$ cat src/rtl/tl_pkg.sv
// Shared TileLink-UL opcodes and lane/beat arithmetic for the width widget.
// Helpers take the port byte widths as arguments so any widget instance can share them.
package tl_pkg;

  typedef enum logic [2:0] {
    PUT_FULL_DATA    = 3'd0,
    PUT_PARTIAL_DATA = 3'd1,
    GET              = 3'd4
  } a_opcode_e;

  typedef enum logic [2:0] {
    ACCESS_ACK      = 3'd0,
    ACCESS_ACK_DATA = 3'd1,
    HINT_ACK        = 3'd2
  } d_opcode_e;

  // A message that covers the whole wide beat always starts at lane 0.
  function automatic int unsigned lane_offset(int unsigned addr_lo, int unsigned size,
                                              int unsigned in_bytes, int unsigned out_bytes);
    if ((32'd1 << size) >= in_bytes) return 0;
    return (addr_lo % in_bytes) / out_bytes;
  endfunction

  function automatic int unsigned beat_count(int unsigned size, int unsigned in_bytes,
                                             int unsigned out_bytes);
    if ((32'd1 << size) >= in_bytes) return in_bytes / out_bytes;
    if ((32'd1 << size) <= out_bytes) return 1;
    return (32'd1 << size) / out_bytes;
  endfunction

endpackage

$ cat src/rtl/tl_width_widget_split_if.sv
// One TileLink-UL port (channels A and D) of a given beat width.
// The master side issues A requests and accepts D responses.
interface tl_width_widget_split_if #(
  parameter int BYTES       = 8,
  parameter int ADDR_BITS   = 31,
  parameter int SOURCE_BITS = 3,
  parameter int SIZE_BITS   = 4
);
  logic                   a_valid;
  logic                   a_ready;
  logic [2:0]             a_opcode;
  logic [2:0]             a_param;
  logic [SIZE_BITS-1:0]   a_size;
  logic [SOURCE_BITS-1:0] a_source;
  logic [ADDR_BITS-1:0]   a_address;
  logic [BYTES-1:0]       a_mask;
  logic [8*BYTES-1:0]     a_data;
  logic                   a_corrupt;

  logic                   d_valid;
  logic                   d_ready;
  logic [2:0]             d_opcode;
  logic [1:0]             d_param;
  logic [SIZE_BITS-1:0]   d_size;
  logic [SOURCE_BITS-1:0] d_source;
  logic                   d_sink;
  logic                   d_denied;
  logic [8*BYTES-1:0]     d_data;
  logic                   d_corrupt;

  modport master (
    output a_valid, a_opcode, a_param, a_size, a_source, a_address, a_mask, a_data, a_corrupt,
    input  a_ready,
    input  d_valid, d_opcode, d_param, d_size, d_source, d_sink, d_denied, d_data, d_corrupt,
    output d_ready
  );

  modport slave (
    input  a_valid, a_opcode, a_param, a_size, a_source, a_address, a_mask, a_data, a_corrupt,
    output a_ready,
    output d_valid, d_opcode, d_param, d_size, d_source, d_sink, d_denied, d_data, d_corrupt,
    input  d_ready
  );
endinterface

$ cat src/rtl/tl_width_lane_table.sv
// Per-source lane-offset register file: one write port, one combinational read port.
// Remembers where each outstanding request sat inside the wide beat.
module tl_width_lane_table #(
  parameter int SOURCE_BITS = 3,
  parameter int LANE_BITS   = 1
) (
  input  logic                   clock,
  input  logic                   reset,
  input  logic                   we,
  input  logic [SOURCE_BITS-1:0] waddr,
  input  logic [LANE_BITS-1:0]   wdata,
  input  logic [SOURCE_BITS-1:0] raddr,
  output logic [LANE_BITS-1:0]   rdata
);
  localparam int DEPTH = 1 << SOURCE_BITS;

  logic [LANE_BITS-1:0] mem_q [DEPTH];
  logic [LANE_BITS-1:0] mem_d [DEPTH];

  always_comb begin
    mem_d = mem_q;
    if (we) mem_d[waddr] = wdata;
  end

  always_ff @(posedge clock) begin
    if (reset) begin
      for (int i = 0; i < DEPTH; i++) mem_q[i] <= '0;
    end else begin
      mem_q <= mem_d;
    end
  end

  assign rdata = mem_q[raddr];
endmodule

$ cat src/rtl/tl_width_widget_split.sv
// TileLink-UL width converter: splits wide A beats into narrow ones and gathers
// narrow AccessAckData beats back into wide D beats.
module tl_width_widget_split
  import tl_pkg::*;
#(
  parameter int IN_BYTES    = 8,
  parameter int OUT_BYTES   = 4,
  parameter int ADDR_BITS   = 31,
  parameter int SOURCE_BITS = 3,
  parameter int SIZE_BITS   = 4
) (
  input  logic                    clock,
  input  logic                    reset,
  tl_width_widget_split_if.slave  auto_in,
  tl_width_widget_split_if.master auto_out
);
  localparam int R         = IN_BYTES / OUT_BYTES;
  localparam int LANE_BITS = $clog2(R);
  localparam int LW        = (LANE_BITS > 0) ? LANE_BITS : 1;
  localparam int OW        = 8 * OUT_BYTES;
  localparam int IW        = 8 * IN_BYTES;
  localparam int LG_OUT    = $clog2(OUT_BYTES);

  logic [ADDR_BITS-1:0] a_addr;
  logic [SIZE_BITS-1:0] a_size;
  logic [SIZE_BITS-1:0] d_size;
  logic                 a_is_put, a_at_last, a_fire, tbl_we;
  logic [LW-1:0]        a_cnt_q, a_cnt_d, a_off, a_last, a_lane;

  logic                 d_has_data, d_at_last, d_fire;
  logic [LW-1:0]        d_cnt_q, d_cnt_d, d_base, d_last, d_lane;
  logic                 denied_q, denied_d, corrupt_q, corrupt_d;
  logic [IW-1:0]        d_buf_q, d_buf_d, d_merged;

  assign a_addr = auto_in.a_address;
  assign a_size = auto_in.a_size;
  assign d_size = auto_out.d_size;

  // A splitter: a_cnt counts slices relative to the request's starting lane.
  always_comb begin
    a_is_put  = (auto_in.a_opcode == PUT_FULL_DATA) || (auto_in.a_opcode == PUT_PARTIAL_DATA);
    a_off     = LW'(lane_offset(32'(a_addr), 32'(a_size), IN_BYTES, OUT_BYTES));
    a_last    = a_is_put ? LW'(beat_count(32'(a_size), IN_BYTES, OUT_BYTES) - 1) : '0;
    a_lane    = a_off + a_cnt_q;
    a_at_last = (a_cnt_q == a_last);
    a_fire    = auto_out.a_valid && auto_out.a_ready;
    tbl_we    = a_fire && (a_cnt_q == '0);
    a_cnt_d   = a_cnt_q;
    if (a_fire) a_cnt_d = a_at_last ? '0 : a_cnt_q + LW'(1);
  end

  assign auto_out.a_valid   = auto_in.a_valid && !reset;
  assign auto_in.a_ready    = auto_out.a_ready && a_at_last && !reset;
  assign auto_out.a_opcode  = auto_in.a_opcode;
  assign auto_out.a_param   = auto_in.a_param;
  assign auto_out.a_size    = auto_in.a_size;
  assign auto_out.a_source  = auto_in.a_source;
  assign auto_out.a_address = auto_in.a_address;
  assign auto_out.a_corrupt = auto_in.a_corrupt;
  assign auto_out.a_data    = auto_in.a_data[OW*int'(a_lane) +: OW];
  assign auto_out.a_mask    = (!a_is_put && (32'(a_size) >= 32'(LG_OUT))) ? '1 :
                              auto_in.a_mask[OUT_BYTES*int'(a_lane) +: OUT_BYTES];

  tl_width_lane_table #(
    .SOURCE_BITS(SOURCE_BITS),
    .LANE_BITS  (LW)
  ) u_lane_table (
    .clock(clock),
    .reset(reset),
    .we   (tbl_we),
    .waddr(auto_in.a_source),
    .wdata(a_off),
    .raddr(auto_out.d_source),
    .rdata(d_base)
  );

  // D merger: earlier beats are absorbed into d_buf; the final beat merges on the fly.
  always_comb begin
    d_has_data = (auto_out.d_opcode == ACCESS_ACK_DATA);
    d_last     = d_has_data ? LW'(beat_count(32'(d_size), IN_BYTES, OUT_BYTES) - 1) : '0;
    d_at_last  = (d_cnt_q == d_last);
    d_lane     = d_base + d_cnt_q;
    d_merged   = d_buf_q;
    d_merged[OW*int'(d_lane) +: OW] = auto_out.d_data;
    d_fire     = auto_out.d_valid && auto_out.d_ready;
    d_cnt_d    = d_cnt_q;
    denied_d   = denied_q;
    corrupt_d  = corrupt_q;
    d_buf_d    = d_buf_q;
    if (d_fire) begin
      if (d_at_last) begin
        d_cnt_d   = '0;
        denied_d  = 1'b0;
        corrupt_d = 1'b0;
      end else begin
        d_cnt_d   = d_cnt_q + LW'(1);
        denied_d  = denied_q || auto_out.d_denied;
        corrupt_d = corrupt_q || auto_out.d_corrupt;
        d_buf_d   = d_merged;
      end
    end
  end

  assign auto_in.d_valid   = auto_out.d_valid && d_at_last && !reset;
  assign auto_out.d_ready  = !reset && (d_at_last ? auto_in.d_ready : 1'b1);
  assign auto_in.d_opcode  = auto_out.d_opcode;
  assign auto_in.d_param   = auto_out.d_param;
  assign auto_in.d_size    = auto_out.d_size;
  assign auto_in.d_source  = auto_out.d_source;
  assign auto_in.d_sink    = auto_out.d_sink;
  assign auto_in.d_denied  = auto_out.d_denied || denied_q;
  assign auto_in.d_corrupt = auto_out.d_corrupt || corrupt_q;
  assign auto_in.d_data    = (d_has_data || R == 1) ? d_merged : '0;

  always_ff @(posedge clock) begin
    if (reset) begin
      a_cnt_q   <= '0;
      d_cnt_q   <= '0;
      denied_q  <= 1'b0;
      corrupt_q <= 1'b0;
    end else begin
      a_cnt_q   <= a_cnt_d;
      d_cnt_q   <= d_cnt_d;
      denied_q  <= denied_d;
      corrupt_q <= corrupt_d;
    end
  end

  // Staging buffer carries no state across messages, so it is left unreset.
  always_ff @(posedge clock) d_buf_q <= d_buf_d;
endmodule

$ cat src/flat_wrapper.sv
// flat-port wrapper written by rule: the top's interface ports become plain ports
module tl_width_widget_split_flat import tl_pkg::*;
#(
  parameter int IN_BYTES    = 8,
  parameter int OUT_BYTES   = 4,
  parameter int ADDR_BITS   = 31,
  parameter int SOURCE_BITS = 3,
  parameter int SIZE_BITS   = 4
)
  (clock, reset, auto_in_a_valid, auto_in_a_opcode, auto_in_a_param, auto_in_a_size, auto_in_a_source, auto_in_a_address, auto_in_a_mask, auto_in_a_data, auto_in_a_corrupt, auto_in_a_ready, auto_in_d_valid, auto_in_d_opcode, auto_in_d_param, auto_in_d_size, auto_in_d_source, auto_in_d_sink, auto_in_d_denied, auto_in_d_data, auto_in_d_corrupt, auto_in_d_ready, auto_out_a_valid, auto_out_a_opcode, auto_out_a_param, auto_out_a_size, auto_out_a_source, auto_out_a_address, auto_out_a_mask, auto_out_a_data, auto_out_a_corrupt, auto_out_a_ready, auto_out_d_valid, auto_out_d_opcode, auto_out_d_param, auto_out_d_size, auto_out_d_source, auto_out_d_sink, auto_out_d_denied, auto_out_d_data, auto_out_d_corrupt, auto_out_d_ready);
  tl_width_widget_split_if #(.BYTES(8), .ADDR_BITS(ADDR_BITS), .SOURCE_BITS(SOURCE_BITS), .SIZE_BITS(SIZE_BITS)) auto_in_i ();
  tl_width_widget_split_if #(.BYTES(4), .ADDR_BITS(ADDR_BITS), .SOURCE_BITS(SOURCE_BITS), .SIZE_BITS(SIZE_BITS)) auto_out_i ();
  input  logic clock;
  input  logic reset;
  input wire logic [$bits(auto_in_i.a_valid)-1:0] auto_in_a_valid;
  input wire logic [$bits(auto_in_i.a_opcode)-1:0] auto_in_a_opcode;
  input wire logic [$bits(auto_in_i.a_param)-1:0] auto_in_a_param;
  input wire logic [$bits(auto_in_i.a_size)-1:0] auto_in_a_size;
  input wire logic [$bits(auto_in_i.a_source)-1:0] auto_in_a_source;
  input wire logic [$bits(auto_in_i.a_address)-1:0] auto_in_a_address;
  input wire logic [$bits(auto_in_i.a_mask)-1:0] auto_in_a_mask;
  input wire logic [$bits(auto_in_i.a_data)-1:0] auto_in_a_data;
  input wire logic [$bits(auto_in_i.a_corrupt)-1:0] auto_in_a_corrupt;
  output wire logic [$bits(auto_in_i.a_ready)-1:0] auto_in_a_ready;
  output wire logic [$bits(auto_in_i.d_valid)-1:0] auto_in_d_valid;
  output wire logic [$bits(auto_in_i.d_opcode)-1:0] auto_in_d_opcode;
  output wire logic [$bits(auto_in_i.d_param)-1:0] auto_in_d_param;
  output wire logic [$bits(auto_in_i.d_size)-1:0] auto_in_d_size;
  output wire logic [$bits(auto_in_i.d_source)-1:0] auto_in_d_source;
  output wire logic [$bits(auto_in_i.d_sink)-1:0] auto_in_d_sink;
  output wire logic [$bits(auto_in_i.d_denied)-1:0] auto_in_d_denied;
  output wire logic [$bits(auto_in_i.d_data)-1:0] auto_in_d_data;
  output wire logic [$bits(auto_in_i.d_corrupt)-1:0] auto_in_d_corrupt;
  input wire logic [$bits(auto_in_i.d_ready)-1:0] auto_in_d_ready;
  output wire logic [$bits(auto_out_i.a_valid)-1:0] auto_out_a_valid;
  output wire logic [$bits(auto_out_i.a_opcode)-1:0] auto_out_a_opcode;
  output wire logic [$bits(auto_out_i.a_param)-1:0] auto_out_a_param;
  output wire logic [$bits(auto_out_i.a_size)-1:0] auto_out_a_size;
  output wire logic [$bits(auto_out_i.a_source)-1:0] auto_out_a_source;
  output wire logic [$bits(auto_out_i.a_address)-1:0] auto_out_a_address;
  output wire logic [$bits(auto_out_i.a_mask)-1:0] auto_out_a_mask;
  output wire logic [$bits(auto_out_i.a_data)-1:0] auto_out_a_data;
  output wire logic [$bits(auto_out_i.a_corrupt)-1:0] auto_out_a_corrupt;
  input wire logic [$bits(auto_out_i.a_ready)-1:0] auto_out_a_ready;
  input wire logic [$bits(auto_out_i.d_valid)-1:0] auto_out_d_valid;
  input wire logic [$bits(auto_out_i.d_opcode)-1:0] auto_out_d_opcode;
  input wire logic [$bits(auto_out_i.d_param)-1:0] auto_out_d_param;
  input wire logic [$bits(auto_out_i.d_size)-1:0] auto_out_d_size;
  input wire logic [$bits(auto_out_i.d_source)-1:0] auto_out_d_source;
  input wire logic [$bits(auto_out_i.d_sink)-1:0] auto_out_d_sink;
  input wire logic [$bits(auto_out_i.d_denied)-1:0] auto_out_d_denied;
  input wire logic [$bits(auto_out_i.d_data)-1:0] auto_out_d_data;
  input wire logic [$bits(auto_out_i.d_corrupt)-1:0] auto_out_d_corrupt;
  output wire logic [$bits(auto_out_i.d_ready)-1:0] auto_out_d_ready;
  assign auto_in_i.a_valid = auto_in_a_valid;
  assign auto_in_i.a_opcode = auto_in_a_opcode;
  assign auto_in_i.a_param = auto_in_a_param;
  assign auto_in_i.a_size = auto_in_a_size;
  assign auto_in_i.a_source = auto_in_a_source;
  assign auto_in_i.a_address = auto_in_a_address;
  assign auto_in_i.a_mask = auto_in_a_mask;
  assign auto_in_i.a_data = auto_in_a_data;
  assign auto_in_i.a_corrupt = auto_in_a_corrupt;
  assign auto_in_a_ready = auto_in_i.a_ready;
  assign auto_in_d_valid = auto_in_i.d_valid;
  assign auto_in_d_opcode = auto_in_i.d_opcode;
  assign auto_in_d_param = auto_in_i.d_param;
  assign auto_in_d_size = auto_in_i.d_size;
  assign auto_in_d_source = auto_in_i.d_source;
  assign auto_in_d_sink = auto_in_i.d_sink;
  assign auto_in_d_denied = auto_in_i.d_denied;
  assign auto_in_d_data = auto_in_i.d_data;
  assign auto_in_d_corrupt = auto_in_i.d_corrupt;
  assign auto_in_i.d_ready = auto_in_d_ready;
  assign auto_out_a_valid = auto_out_i.a_valid;
  assign auto_out_a_opcode = auto_out_i.a_opcode;
  assign auto_out_a_param = auto_out_i.a_param;
  assign auto_out_a_size = auto_out_i.a_size;
  assign auto_out_a_source = auto_out_i.a_source;
  assign auto_out_a_address = auto_out_i.a_address;
  assign auto_out_a_mask = auto_out_i.a_mask;
  assign auto_out_a_data = auto_out_i.a_data;
  assign auto_out_a_corrupt = auto_out_i.a_corrupt;
  assign auto_out_i.a_ready = auto_out_a_ready;
  assign auto_out_i.d_valid = auto_out_d_valid;
  assign auto_out_i.d_opcode = auto_out_d_opcode;
  assign auto_out_i.d_param = auto_out_d_param;
  assign auto_out_i.d_size = auto_out_d_size;
  assign auto_out_i.d_source = auto_out_d_source;
  assign auto_out_i.d_sink = auto_out_d_sink;
  assign auto_out_i.d_denied = auto_out_d_denied;
  assign auto_out_i.d_data = auto_out_d_data;
  assign auto_out_i.d_corrupt = auto_out_d_corrupt;
  assign auto_out_d_ready = auto_out_i.d_ready;
  tl_width_widget_split #(.IN_BYTES(IN_BYTES), .OUT_BYTES(OUT_BYTES), .ADDR_BITS(ADDR_BITS), .SOURCE_BITS(SOURCE_BITS), .SIZE_BITS(SIZE_BITS)) u_core (.clock(clock), .reset(reset), .auto_in(auto_in_i), .auto_out(auto_out_i));
endmodule
$ cat config.mk
export PLATFORM = sky130hd
export DESIGN_NAME = tl_width_widget_split_flat
export DESIGN_NICKNAME = d
export VERILOG_FILES = /design/src/rtl/tl_pkg.sv /design/src/rtl/tl_width_widget_split_if.sv /design/src/rtl/tl_width_lane_table.sv /design/src/rtl/tl_width_widget_split.sv /design/src/flat_wrapper.sv
export SDC_FILE = /design/constraint.sdc
export NUM_CORES = 1
export LEC_CHECK = 0
export BUFFER_PORTS_ARGS = -buffer_cell sky130_fd_sc_hd__clkbuf_2
export CELL_PAD_IN_SITES_DETAIL_PLACEMENT = 0
export CELL_PAD_IN_SITES_GLOBAL_PLACEMENT = 1
export CORE_ASPECT_RATIO = 2
export CORE_MARGIN = 2
export CORE_UTILIZATION = 31
export CTS_CLUSTER_SIZE = 25
export DETAILED_ROUTE_END_ITERATION = 6
export MAX_ROUTING_LAYER = met4
export PLACE_DENSITY_LB_ADDON = 0.1
export RECOVER_POWER = 100
export SETUP_SLACK_MARGIN = 0.3
export SLEW_MARGIN = 10
export SYNTH_ARGS = -nofsm -noshare
export SYNTH_HDL_FRONTEND = slang
export SYNTH_HIERARCHICAL = 1
export SYNTH_SLANG_ARGS = --single-unit
$ cat constraint.sdc
create_clock -name clock -period 8.26 [get_ports clock]
set_input_delay 1.652 -clock clock [delete_from_list [all_inputs] [get_ports clock]]
set_output_delay 1.652 -clock clock [all_outputs]
set_load 0.01 [all_outputs]
== Yosys cells after proc, flatten, opt, wreduce, memory -nomap -nowiden ==
Cells that the tools add are included.
Storage, ports and cells
  bits of input ports: 170
  register bits: 76
  output and inout port bits: 164
Cells by class
  $add $sub $neg: 7
  bitwise logic cells: 4
  shift-type cells: 6
  equality and inequality tests: 4
  reduce and logical (&&, ||, !) cells: 18
  magnitude comparators: 8
  mux-type cells: 29
Operators by type and width (number)
  $bwmux 64: 1
  $ge 32x4->1 const B: 2
  $le 32x3->1 const B: 2
  $mux 64: 1
  $shift 32x33->64 const A: 1
  $shiftx 32x33->64: 1
  $shiftx 64x7->32: 1
  $shl 1x4->32 const A: 2
  $neg 6->33: 1
  $mux 1: 23
  $logic_and 1x1->1: 11
  $bwmux 8: 1
  $ge 4x4->1 const B: 2
  $not 3->4: 2
  $shiftx 8x4->4: 1
  $eq 3x1->1 const B: 2
  $ge 4x2->1 const B: 1
  $lt 4x1->1 const B: 1
  $mux 4: 1
  $bmux 1 s3: 1
  $demux 1 s3: 1
  $logic_not 3->1: 1
  $logic_or 1x1->1: 3
  $add 1x1->1: 2
  other kinds (6): 11

== Longest topological paths before layout ==
Gate-level depths: netlist of run 1.
  depth after elaboration: 13
  mapped depth: 8
  gate-level depth less buffers: 7

== Modules after synthesis ==
Netlist of run 1, hierarchy kept.
Modules (own cells, without submodules)
  tl_width_widget_split: sequential area each 2001.9 sq um, instances 1, area each 4657.0 sq um, cells an instance 369
  tl_width_lane_table: sequential area each 160.2 sq um, instances 1, area each 420.4 sq um, cells an instance 37

== Least setup slack after synthesis of run 1 ==
No wires, ideal clock.
  path kind: input -> register
  from: input port auto_out_d_opcode[1]
  to: register u_core.d_buf_q[0] (enable)
  arrival time: 7.122 ns
  slack: 0.560 ns
  stages on the path: 6
  buffers on the path: 1
  setup time: 0.578 ns
  cell sequence: nor2_1 -> nand2_1 -> clkbuf_1 -> nor2_1 -> ha_1 -> nor3b_1
On the way
  word-level cells in the longest chain between the ends: 7
  elaborated cells on any way between the ends: 8
  those cells by class: 2 x eq/ne; 2 x mux; 1 x bitwise; 3 x reduce/logical
RTL lines
  from (decl): line flat_wrapper.sv:46  | input wire logic [$bits(auto_out_i.d_opcode)-1:0] auto_out_d_opcode;
  $eq 3x1->1 (*): line tl_width_widget_split.sv:79  | d_has_data = (auto_out.d_opcode == ACCESS_ACK_DATA);
  $mux 1 (*): line tl_width_widget_split.sv:80  | d_last = d_has_data ? LW'(beat_count(32'(d_size), IN_BYTES, OUT_BYTES) - 1) : '0;
  $eq 1x1->1 (*): line tl_width_widget_split.sv:81  | d_at_last = (d_cnt_q == d_last);
  $mux 1: line tl_width_widget_split.sv:105  | assign auto_out.d_ready = !reset && (d_at_last ? auto_in.d_ready : 1'b1);
  $logic_and 1x1->1: line tl_width_widget_split.sv:105
  $logic_and 1x1->1: line tl_width_widget_split.sv:85  | d_fire = auto_out.d_valid && auto_out.d_ready;
  $reduce_and 2->1 (no line) (*)
  to (signal assigned): line tl_width_widget_split.sv:130  | always_ff @(posedge clock) d_buf_q <= d_buf_d;
  to (decl): line tl_width_widget_split.sv:33  | logic [IW-1:0] d_buf_q, d_buf_d, d_merged;
Mark *: on every way between the ends. The rest lies on a longest branch, timed or not.
A chain may end at the register's enable or synchronous reset.

== Final worst setup path of run 1 ==
  from: input port auto_in_a_size[3]
  to: output port auto_out_a_data[15]
On the way
  word-level cells in the longest chain between the ends: 6
RTL lines
  from (decl): line flat_wrapper.sv:18  | input wire logic [$bits(auto_in_i.a_size)-1:0] auto_in_a_size;
  $shl 1x4->32: line tl_pkg.sv:20  | if ((32'd1 << size) >= in_bytes) return 0;
  $ge 32x4->1: line tl_pkg.sv:20
  $mux 1: line tl_pkg.sv:20
  $mux 1: line tl_pkg.sv:21  | return (addr_lo % in_bytes) / out_bytes;
  $add 1x1->1: line tl_width_widget_split.sv:44  | a_lane = a_off + a_cnt_q;
  $shiftx 64x7->32: line tl_width_widget_split.sv:60  | assign auto_out.a_data = auto_in.a_data[OW*int'(a_lane) +: OW];
  to (decl): line flat_wrapper.sv:42  | output wire logic [$bits(auto_out_i.a_data)-1:0] auto_out_a_data;
No other way between the ends.

==> flow_summary.json, run 1 <==
{
  "critPathSlowestCell": "clkbuf_1",
  "met3_usage_pct": 3.95,
  "routed_wl_um": 14200,
  "cts_buffers": 9,
  "port_buffers": 257,
  "min_path_type": "reg2reg",
  "via_count": 3737,
  "cts.sinks": 76,
  "synthDistinctLibCells": 35,
  "area.growth.synth_to_final_pct": 18.7,
  "crit_path_end_kind": "output port",
  "intPower_mw": 0.750,
  "path_cells": "clkbuf_2, a211oi_1, nand2_1, xnor2_2, clkbuf_1, mux2_2, clkbuf_1",
  "use_met1_pct": 19.0,
  "p_clk_share_pct": 42.6,
  "grt_pass1_wl_um": 20600,
  "synth_nets": 578,
  "yosysWarnings": 6,
  "num_io_pins": 334,
  "routedWlPerCell_um": 17.5,
  "grt_overflow": 0,
  "num_antenna_cells": 0,
  "tritoncts": "built",
  "fp.dieW_um": 94.5,
  "switching_share_pct": 23.7,
  "violations": "max-capacitance violations, max-slew violations",
  "dieArea_um2": 17500,
  "final_nets": 772,
  "cts-resized-gates": 0,
  "placed_area_um2": 6090,
  "drive_gt1_share_pct": 29.3,
  "cap_violations": 2,
  "critPathLaunchType": "input port",
  "root_buffer": "clkbuf_16",
  "hold_ws_ns": 0.497,
  "yosysTopAreaCell": "edfxtp_1",
  "p_leak_nw": 2.32,
  "yosysSeqAreaShare_pct": 42.6,
  "drtIter0Drc": 79,
  "antenna_found_initial": 0,
  "p_seq_share_pct": 42.9,
  "synth.cell_area_um2": 5080,
  "num_rows": 66,
  "fmax_mhz": 162,
  "setup_ws_ns": 2.08,
  "switching_power_mw": 0.233,
  "drc": 0,
  "use_met2_pct": 26.0,
  "core-area_um2": 16200,
  "ir_drop_uv": 106,
  "final_common_cell": "clkbuf_2",
  "drt_first_pass_iters": 4,
  "setup_viol": 0,
  "post-dp-hpwl_um": 11000,
  "grt.total_usage_pct": 16.0,
  "tightest_slew_ns": 3.64,
  "synthCells": 406,
  "grt_setup_unrepaired": "no",
  "critPathMaxFanout": 32,
  "powerDensity_nw_per_um2": 163,
  "yosysTopAreaCellShare_pct": 37.9,
  "status": "finished, violations left",
  "grt-busiest-layer": "met2",
  "synth_edf_count": 64,
  "worst-setup-path-type": "in2out",
  "layout_common_cells": "132 x clkbuf_2, 128 x clkbuf_1, 79 x mux2_1",
  "slew_headroom_pct": -142,
  "clk_latency_ns": 0.33,
  "postCtsSetupRepairBufs": 0,
  "fin_setup_tns_ns": 0,
  "start_util_pct": 31.4,
  "nFillCells": 1734,
  "crit_path_start": "auto_in_a_size[3]",
  "min_period_ns": 6.18,
  "clock_skew_ns": 0.0112,
  "async_flop_share_pct": 0,
  "synthTopCellsByArea": "edfxtp_1 38%, mux2_4 17%, buf_4 9.0%",
  "cpPeakStageDelay_ns": 1.26,
  "htreeDepth": 3,
  "postSynthAreaPerCell_um2": 12.5,
  "fin_crit_sh_pct": 74.8,
  "ys_dominant_reg_cell": "edfxtp_1",
  "grt_max_degree": 66,
  "grt_pass1_vias": 3693,
  "cp.required_ns": 6.61,
  "dp_slack_ns": 2.56,
  "r2r_start": "u_core/d_cnt_q$_SDFFE_PP0P_",
  "drt-vias-per-instance": 4.62,
  "post-route-cell-area_um2": 6030,
  "cpMostUsedCell": "clkbuf_1",
  "hold_buffers": 0,
  "gp_congestion": 0.818,
  "die_h_um": 185,
  "slew_violations": 98,
  "synth_seq_cells": 76,
  "hp-start": "u_core/u_lane_table/mem_q[4]$_SDFFE_PP0P_",
  "hold_viol": 0,
  "clock_path_buffers": 2,
  "cp_data_arrival_time_ns": 4.53,
  "comb_power_share_pct": 14.5,
  "cts.clk_slew.worst_paths_ns": 0.05,
  "ant_nets": 0
}
## power by group through the flow
stage	logic (mW)	clock network (mW)	registers, mW
after floorplan	0.111	0	0.430
after global placement	0.162	0	0.430
after detailed placement	0.163	0	0.430
after CTS	0.164	0.432	0.422
after global routing	0.157	0.445	0.423
final	0.142	0.419	0.422
## registers in the layout, indices dropped and copies added, names as in the netlist
register / cells
u_core/a_cnt_q: 1
u_core/denied_q: 1
u_core/d_buf_q: 64
u_core/corrupt_q: 1
u_core/d_cnt_q: 1
u_core/u_lane_table/mem_q: 8
## worst paths after layout
check                                                    to  depth (start not counted)  slack [ns]
hold / removal    u_core/u_lane_table/mem_q[4]$_SDFFE_PP0P_                          2        0.50
setup reg to reg               u_core/d_buf_q[20]$_DFFE_PP_                          4        4.07
hold reg to reg   u_core/u_lane_table/mem_q[4]$_SDFFE_PP0P_                          2        0.50
setup / recovery                        auto_out_a_data[15]                          7        2.08
## layout make-up
class                   instances  area (um2)  share of cell area [%]
clock inverters                 6        86.3                    1.43
clock buffers                  10         229                    3.80
multi-input cells             247        2120                    35.2
repair buffers                262        1160                    19.2
flip-flops and latches         76        2160                    35.9
well taps                     204         255                    4.24
inverters                       4        15.0                   0.249
## critical path, delay by kind of cell
| kind | cells | cell delay, ns |
|---|---|---|
| compound gates | 1 | 0.31 |
| simple gates | 1 | 0.37 |
| xor+xnor | 1 | 0.22 |
| buf+inv | 3 | 1.52 |
| mux | 1 | 0.45 |
## stage by stage
stage / util [%] / total power [mW] / instances
after floorplan: - / 0.541 / 406
after global placement: 37.6 / 0.592 / 793
after detailed placement: 37.6 / 0.593 / 793
after CTS: 39.6 / 1.02 / 809
after global routing: 37.2 / 1.02 / 809
final: 37.2 / 0.984 / 809
## Yosys cell counts, types with 2 or more instances
master,count
dfxtp_1,12
nand4b_1,7
and4bb_2,3
or2_2,2
mux2_4,58
buf_6,6
inv_1,3
mux2_2,18
mux4_1,2
buf_4,61
edfxtp_1,64
mux2i_1,8
nand3_1,10
nor2b_1,65
mux2_1,21
and3b_1,2
ha_1,2
clkbuf_1,11
a21oi_1,10
nor2_1,14
nand2_1,13
## cell families after synthesis
kind of cell	Yosys count	share of synthesized area (%)
muxes	107	28.4
AOI/OAI and AO/OA	14	1.73
adders and majority gates	2	0.493
DFF	76	42.6
and+or+nand+nor	122	14.4
buffers and inverters	83	11.5
xor gates and xnor gates	2	0.863
## per-layer routing
| layer | routed length (um) | vias up |
|---|---|---|
| met4 | 247 | 0 |
| met5 | 0 | - |
| met1 | 5760 | 1725 |
| met2 | 6990 | 204 |
| met3 | 1180 | 25 |
| li1 | - | 1783 |
Power figures use the tool's default switching activity.
==> inputs of run 2 (changes only) <==
- ABC_AREA: default -> 1
- CORE_UTILIZATION: 31 -> 29
- clock period: 8.26 -> 5.95 ns (I/O delays scaled with it)
==> run 2 against run 1 <==
Effect of this change: the flow now finishes without violations; synthesized cell count rose by 59%; die area increased by 9.6%; via count is 31% higher; critical path depth increased by 2; final area increased by 0.46%; wire length up 13%; worst setup slack lost 1.1 ns; first-iteration DRC count up 82%; non-clock buffer count is the same; critical path type unchanged; largest cell class unchanged.
==> flow_summary.json, run 2 <==
{
  "post-route-cell-area_um2": 6050,
  "layout_common_cells": "313 x nand2_1, 160 x clkbuf_2, 102 x clkbuf_1",
  "status": "finished, final reports clean",
  "cts.clk_slew.worst_paths_ns": 0.06,
  "dieArea_um2": 19200,
  "tightest_slew_ns": 1.30,
  "powerDensity_nw_per_um2": 225,
  "via_count": 4886,
  "grt.total_usage_pct": 16.7,
  "yosysWarnings": 6,
  "synth_nets": 819,
  "hold_viol": 0,
  "yosysSeqAreaShare_pct": 41.4,
  "routed_wl_um": 16000,
  "synthTopCellsByArea": "edfxtp_1 37%, nand2_1 20%, buf_4 9.5%",
  "yosysTopAreaCell": "edfxtp_1",
  "synthCells": 647,
  "critPathSlowestCell": "inv_2",
  "drc": 0,
  "post-dp-hpwl_um": 12400,
  "synth_seq_cells": 76,
  "cap_violations": 0,
  "cpMostUsedCell": "nand2_1",
  "fin_crit_sh_pct": 83.4,
  "final_nets": 1006,
  "fin_util_pct": 34.2,
  "min_path_type": "reg2reg",
  "area.growth.synth_to_final_pct": 15.9,
  "cts.sinks": 76,
  "placed_area_um2": 6130,
  "htreeDepth": 3,
  "root_buffer": "clkbuf_16",
  "critPathMaxFanout": 37,
  "final_common_cell": "nand2_1",
  "clk_latency_ns": 0.33,
  "min_period_ns": 4.96,
  "async_flop_share_pct": 0,
  "fmax_mhz": 201,
  "slew_headroom_pct": 13.1,
  "grt_max_degree": 65,
  "cpPeakStageDelay_ns": 0.79,
  "synth.cell_area_um2": 5220,
  "num_antenna_cells": 0,
  "tritoncts": "built",
  "antenna_found_initial": 0,
  "fin_cells": 1052,
  "grt_pass1_vias": 4860,
  "cp.required_ns": 4.76,
  "setup_viol": 0,
  "largest_reg_flops": 64,
  "drt_first_pass_iters": 4,
  "drtIter0Drc": 144,
  "postSynthAreaPerCell_um2": 8.07,
  "dp_slack_ns": 1.38,
  "crit_path_end_kind": "output port",
  "yosysTopAreaCellShare_pct": 36.8,
  "setup_ws_ns": 0.987,
  "place_inst": 1036,
  "hold_buffers": 0,
  "drt-vias-per-instance": 4.64,
  "p_leak_nw": 2.83,
  "clock_path_buffers": 2,
  "critPathLaunchType": "input port",
  "path_cells": "clkbuf_2, nor2_4, nand3_1, nand2_1, nand2_1, inv_2, nand2_1, nand2_1, clkbuf_1",
  "drive_gt1_share_pct": 27.7,
  "routedWlPerCell_um": 15.2,
  "port_buffers": 257,
  "grt_overflow": 0,
  "clock_skew_ns": 0.00524,
  "ir_drop_uv": 100,
  "core-area_um2": 17700,
  "grt_pass1_wl_um": 24500,
  "top_register": "u_core/d_buf_q",
  "num_io_pins": 334,
  "fin_setup_tns_ns": 0,
  "worst-setup-path-type": "in2out",
  "yosys-top-cells-count": "284 x nand2_1, 66 x buf_4, 64 x edfxtp_1, 52 x nand2_2, 50 x a21oi_2",
  "postCtsSetupRepairBufs": 0,
  "synth_most_common_cell": "nand2_1",
  "cp_data_arrival_time_ns": 3.77,
  "fp.dieW_um": 98.9,
  "synth_edf_count": 64,
  "ys_dominant_reg_cell": "edfxtp_1",
  "die_h_um": 194,
  "start_util_pct": 29.5,
  "grt_setup_unrepaired": "no",
  "cts_buffers": 9,
  "synthDistinctLibCells": 29,
  "ant_nets": 0,
  "slew_violations": 0,
  "cts-resized-gates": 0,
  "largestRegisters": "u_core/d_buf_q x64, u_core/u_lane_table/mem_q x8",
  "power_mw": 1.36,
  "gp_congestion": 0.841,
  "num_rows": 69,
  "hold_ws_ns": 0.457
}
## run 2: cell types whose count changed after synthesis, moves of 13 or more
cell | previous run | this run
mux2_4 | 58 | 0
nand2_1 | 13 | 284
mux2_1 | 21 | 0
nand3_1 | 10 | 23
a21oi_1 | 10 | 27
mux2_2 | 18 | 0
inv_1 | 3 | 20
a21oi_2 | 0 | 50
nand2_2 | 1 | 52
nor2b_1 | 65 | 0
## run 2: cells by family (layout without fill, tap and decap cells)
logic type	count (synthesis)	after routing	synth area share, %
buf+inv	112	304	15.4
fa+ha+maj	2	2	0.479
flops	76	76	41.4
compound gates	81	81	11.4
simple gates	376	376	31.3
## run 2: path summary, 6_finish.rpt
| path | startpoint | end | slack, ns | depth (start not counted) |
|---|---|---|---|---|
| min reg2reg | u_core/denied_q$_SDFFE_PP0P_ | u_core/denied_q$_SDFFE_PP0P_ | 0.46 | 2 |
| max reg2reg | u_core/d_cnt_q$_SDFFE_PP0P_ | u_core/d_buf_q[18]$_DFFE_PP_ | 2.51 | 6 |
| max | auto_in_a_size[3] | auto_out_a_data[22] | 0.99 | 9 |
| min | u_core/denied_q$_SDFFE_PP0P_ | u_core/denied_q$_SDFFE_PP0P_ | 0.46 | 2 |
## run 2: report_power, final
group | total [mW] | internal, mW | switching, mW
combinational | 0.289 | 0.0974 | 0.192
sequential | 0.590 | 0.589 | 0.00157
clock | 0.483 | 0.280 | 0.203
total | 1.36 | 0.966 | 0.396
## run 2: final cells by class
cell class,instances,area [um2]
Fill cell,1980,11600
Sequential cell,76,2160
Multi-Input combinational cell,459,2070
Timing Repair Buffer,262,1200
Tap cell,213,267
Clock buffer,13,240
Inverter,26,97.6
Clock inverter,3,13.8
## run 2: metal layers
layer | GRT usage [%] | wire, um | vias to the layer above
li1 | - | - | 2408
met1 | 16.2 | 5700 | 2199
met2 | 30.7 | 8490 | 251
met3 | 3.57 | 1240 | 28
met4 | 8.02 | 583 | 0
met5 | - | 0 | -
## run 2: critical path: cells and delay by family
kind | cells | cell delay [ns]
and+or+nand+nor | 6 | 1.51
buffers and inverters | 3 | 1.06
==> inputs of run 3 (changes only) <==
- ABC_AREA: 1 -> 0
- CORE_UTILIZATION: 29 -> 28
- clock period: 5.95 -> 4 ns (I/O delays scaled with it)
==> run 3 against run 2 <==
Effect of this change: largest cell class is now multi-input gates; hold slack gained 0.060 ns; first-iteration DRC count shrank 42%; largest power group is now the clock network; highest routed layer unchanged; critical endpoint is now auto_in_d_data[55]; combinational power grew 18%; clock power grew 95%; sequential share of layout area shrank 3.0 points; the run now ends with max-capacitance violations, max-slew violations left.
==> flow_summary.json, run 3 (synthesis gave the netlist of run 1 again) <==
{
  "drt-vias-per-instance": 4.64,
  "start_util_pct": 28.5,
  "cp_data_arrival_time_ns": 2.98,
  "largest_reg_flops": 64,
  "tritoncts": "built",
  "path_buf_inv": 5,
  "min_path_type": "reg2reg",
  "fmax_mhz": 264,
  "tightest_slew_ns": 1.81,
  "hold_buffers": 0,
  "root_buffer": "clkbuf_16",
  "path_depth": 10,
  "grt.total_usage_pct": 17.0,
  "routedWlPerCell_um": 19.2,
  "dieArea_um2": 19300,
  "cp.required_ns": 3.20,
  "critPathSlowestCell": "mux4_2",
  "drtIter0Drc": 83,
  "fin_setup_tns_ns": 0,
  "cts.sinks": 76,
  "setup_viol": 0,
  "status": "finished, violations left",
  "gp_congestion": 0.831,
  "r2r_setup_slack_ns": 1.05,
  "r2r_start": "u_core/d_cnt_q$_SDFFE_PP0P_",
  "grt_setup_unrepaired": "yes",
  "cpPeakStageDelay_ns": 0.47,
  "drt_first_pass_iters": 4,
  "htreeDepth": 3,
  "grt_pass1_vias": 4130,
  "post-dp-hpwl_um": 11900,
  "critPathMaxFanout": 8,
  "num_antenna_cells": 0,
  "core-area_um2": 17800,
  "area.growth.synth_to_final_pct": 30.1,
  "drive_gt1_share_pct": 37.6,
  "power_mw": 2.15,
  "die_h_um": 194,
  "drc": 0,
  "path_cells": "buf_8, mux4_2, mux2_1, xnor2_4, buf_6, buf_6, buf_16, mux2_1, nor2b_4, clkbuf_1",
  "layout_common_cells": "135 x clkbuf_2, 125 x clkbuf_1, 64 x edfxtp_1",
  "slew_headroom_pct": -20.5,
  "reg2regPathDepth": 4,
  "top_register": "u_core/d_buf_q",
  "hold_viol": 0,
  "num_io_pins": 334,
  "grt_overflow": 0,
  "routed_wl_um": 16200,
  "violations": "max-capacitance violations, max-slew violations",
  "worst-setup-path-type": "in2out",
  "ant_nets": 0,
  "critical_path.endpoint": "auto_in_d_data[55]",
  "final_common_cell": "clkbuf_2",
  "grt_pass1_wl_um": 24600,
  "powerDensity_nw_per_um2": 326,
  "rr_endpoint": "u_core/d_buf_q[8]$_DFFE_PP_",
  "final_nets": 798,
  "ir_drop_uv": 183,
  "clock_skew_ns": 0.00904,
  "crit_path_start": "auto_out_d_source[0]",
  "critPathLaunchType": "input port",
  "num_rows": 69,
  "port_buffers": 257,
  "largestRegisters": "u_core/d_buf_q x64, u_core/u_lane_table/mem_q x8",
  "fp.dieW_um": 99.2,
  "p_leak_nw": 2.71,
  "cap_violations": 1,
  "clock_path_buffers": 2,
  "fin_crit_sh_pct": 94.5,
  "cts_buffers": 9,
  "cp_top_family": "multiplexers",
  "crit_path_end_kind": "output port",
  "cts.clk_slew.worst_paths_ns": 0.06,
  "grt_max_degree": 65,
  "antenna_found_initial": 0,
  "clk_latency_ns": 0.34,
  "via_count": 3916,
  "min_period_ns": 3.78,
  "slew_violations": 32
}
run 3: per-layer routing:
| metal | track usage (%) | part of all wire, % | vias up |
|---|---|---|---|
| li1 | - | - | 1832 |
| met5 | - | 0 | - |
| met2 | 29.4 | 52 | 193 |
| met1 | 19.4 | 40 | 1870 |
| met3 | 3.99 | 6.5 | 21 |
| met4 | 4.52 | 1.4 | 0 |
run 3: cell type report:
cell class | count | area [um2]
fillers | 1904 | 11200
multi-input cells | 247 | 2280
flip-flops and latches | 76 | 2160
repair buffers | 288 | 1540
well taps | 213 | 267
clock buffers | 10 | 229
clock inverters | 6 | 111
inverters | 4 | 15.0
run 3: report_power, final:
group / switching [mW] / internal (mW) / total [mW]
sequential: 0.00359 / 0.868 / 0.871
combinational: 0.175 / 0.165 / 0.340
clock: 0.330 / 0.611 / 0.941
run 3: worst min-delay path by stage:
stage                                               from  depth (start not counted)                                        end  slack [ns]
2_1_floorplan  u_core/u_lane_table/mem_q[6]$_SDFFE_PP0P_                          2  u_core/u_lane_table/mem_q[6]$_SDFFE_PP0P_        0.45
3_3_place_gp   u_core/u_lane_table/mem_q[3]$_SDFFE_PP0P_                          2  u_core/u_lane_table/mem_q[3]$_SDFFE_PP0P_        0.48
3_5_place_dp   u_core/u_lane_table/mem_q[3]$_SDFFE_PP0P_                          2  u_core/u_lane_table/mem_q[3]$_SDFFE_PP0P_        0.50
4_1_cts        u_core/u_lane_table/mem_q[3]$_SDFFE_PP0P_                          2  u_core/u_lane_table/mem_q[3]$_SDFFE_PP0P_        0.52
5_1_grt        u_core/u_lane_table/mem_q[0]$_SDFFE_PP0P_                          2  u_core/u_lane_table/mem_q[0]$_SDFFE_PP0P_        0.55
6_report       u_core/u_lane_table/mem_q[4]$_SDFFE_PP0P_                          2  u_core/u_lane_table/mem_q[4]$_SDFFE_PP0P_        0.52
run 3: worst min-delay path: cells and delay by family, from the launching register on:
kind	cells	cell delay (ns)
mux	1	0.07
simple gates	1	0.07
flops	1	0.34
run 3: stage by stage:
step                      std cells  worst slack, ns  utilization [%]  instance area, um2  hold WS [ns]
after floorplan                 406            0.307                -                5090         0.451
after global placement          803            0.234             34.6                6150         0.477
after detailed placement        803            0.210             34.6                6150         0.496
after CTS                       839            0.259             38.5                6840         0.519
after global routing            844            0.137             37.1                6610         0.553
final                           844            0.219             37.1                6610         0.517
run 3: repair_timing:
item                       4_1_cts  5_1_grt
gates resized for setup         26       33
setup endpoints to repair       64       54
cloned                           6        0
hold endpoints to repair         0        0
buffers inserted                14        5
pin swaps                        1        1
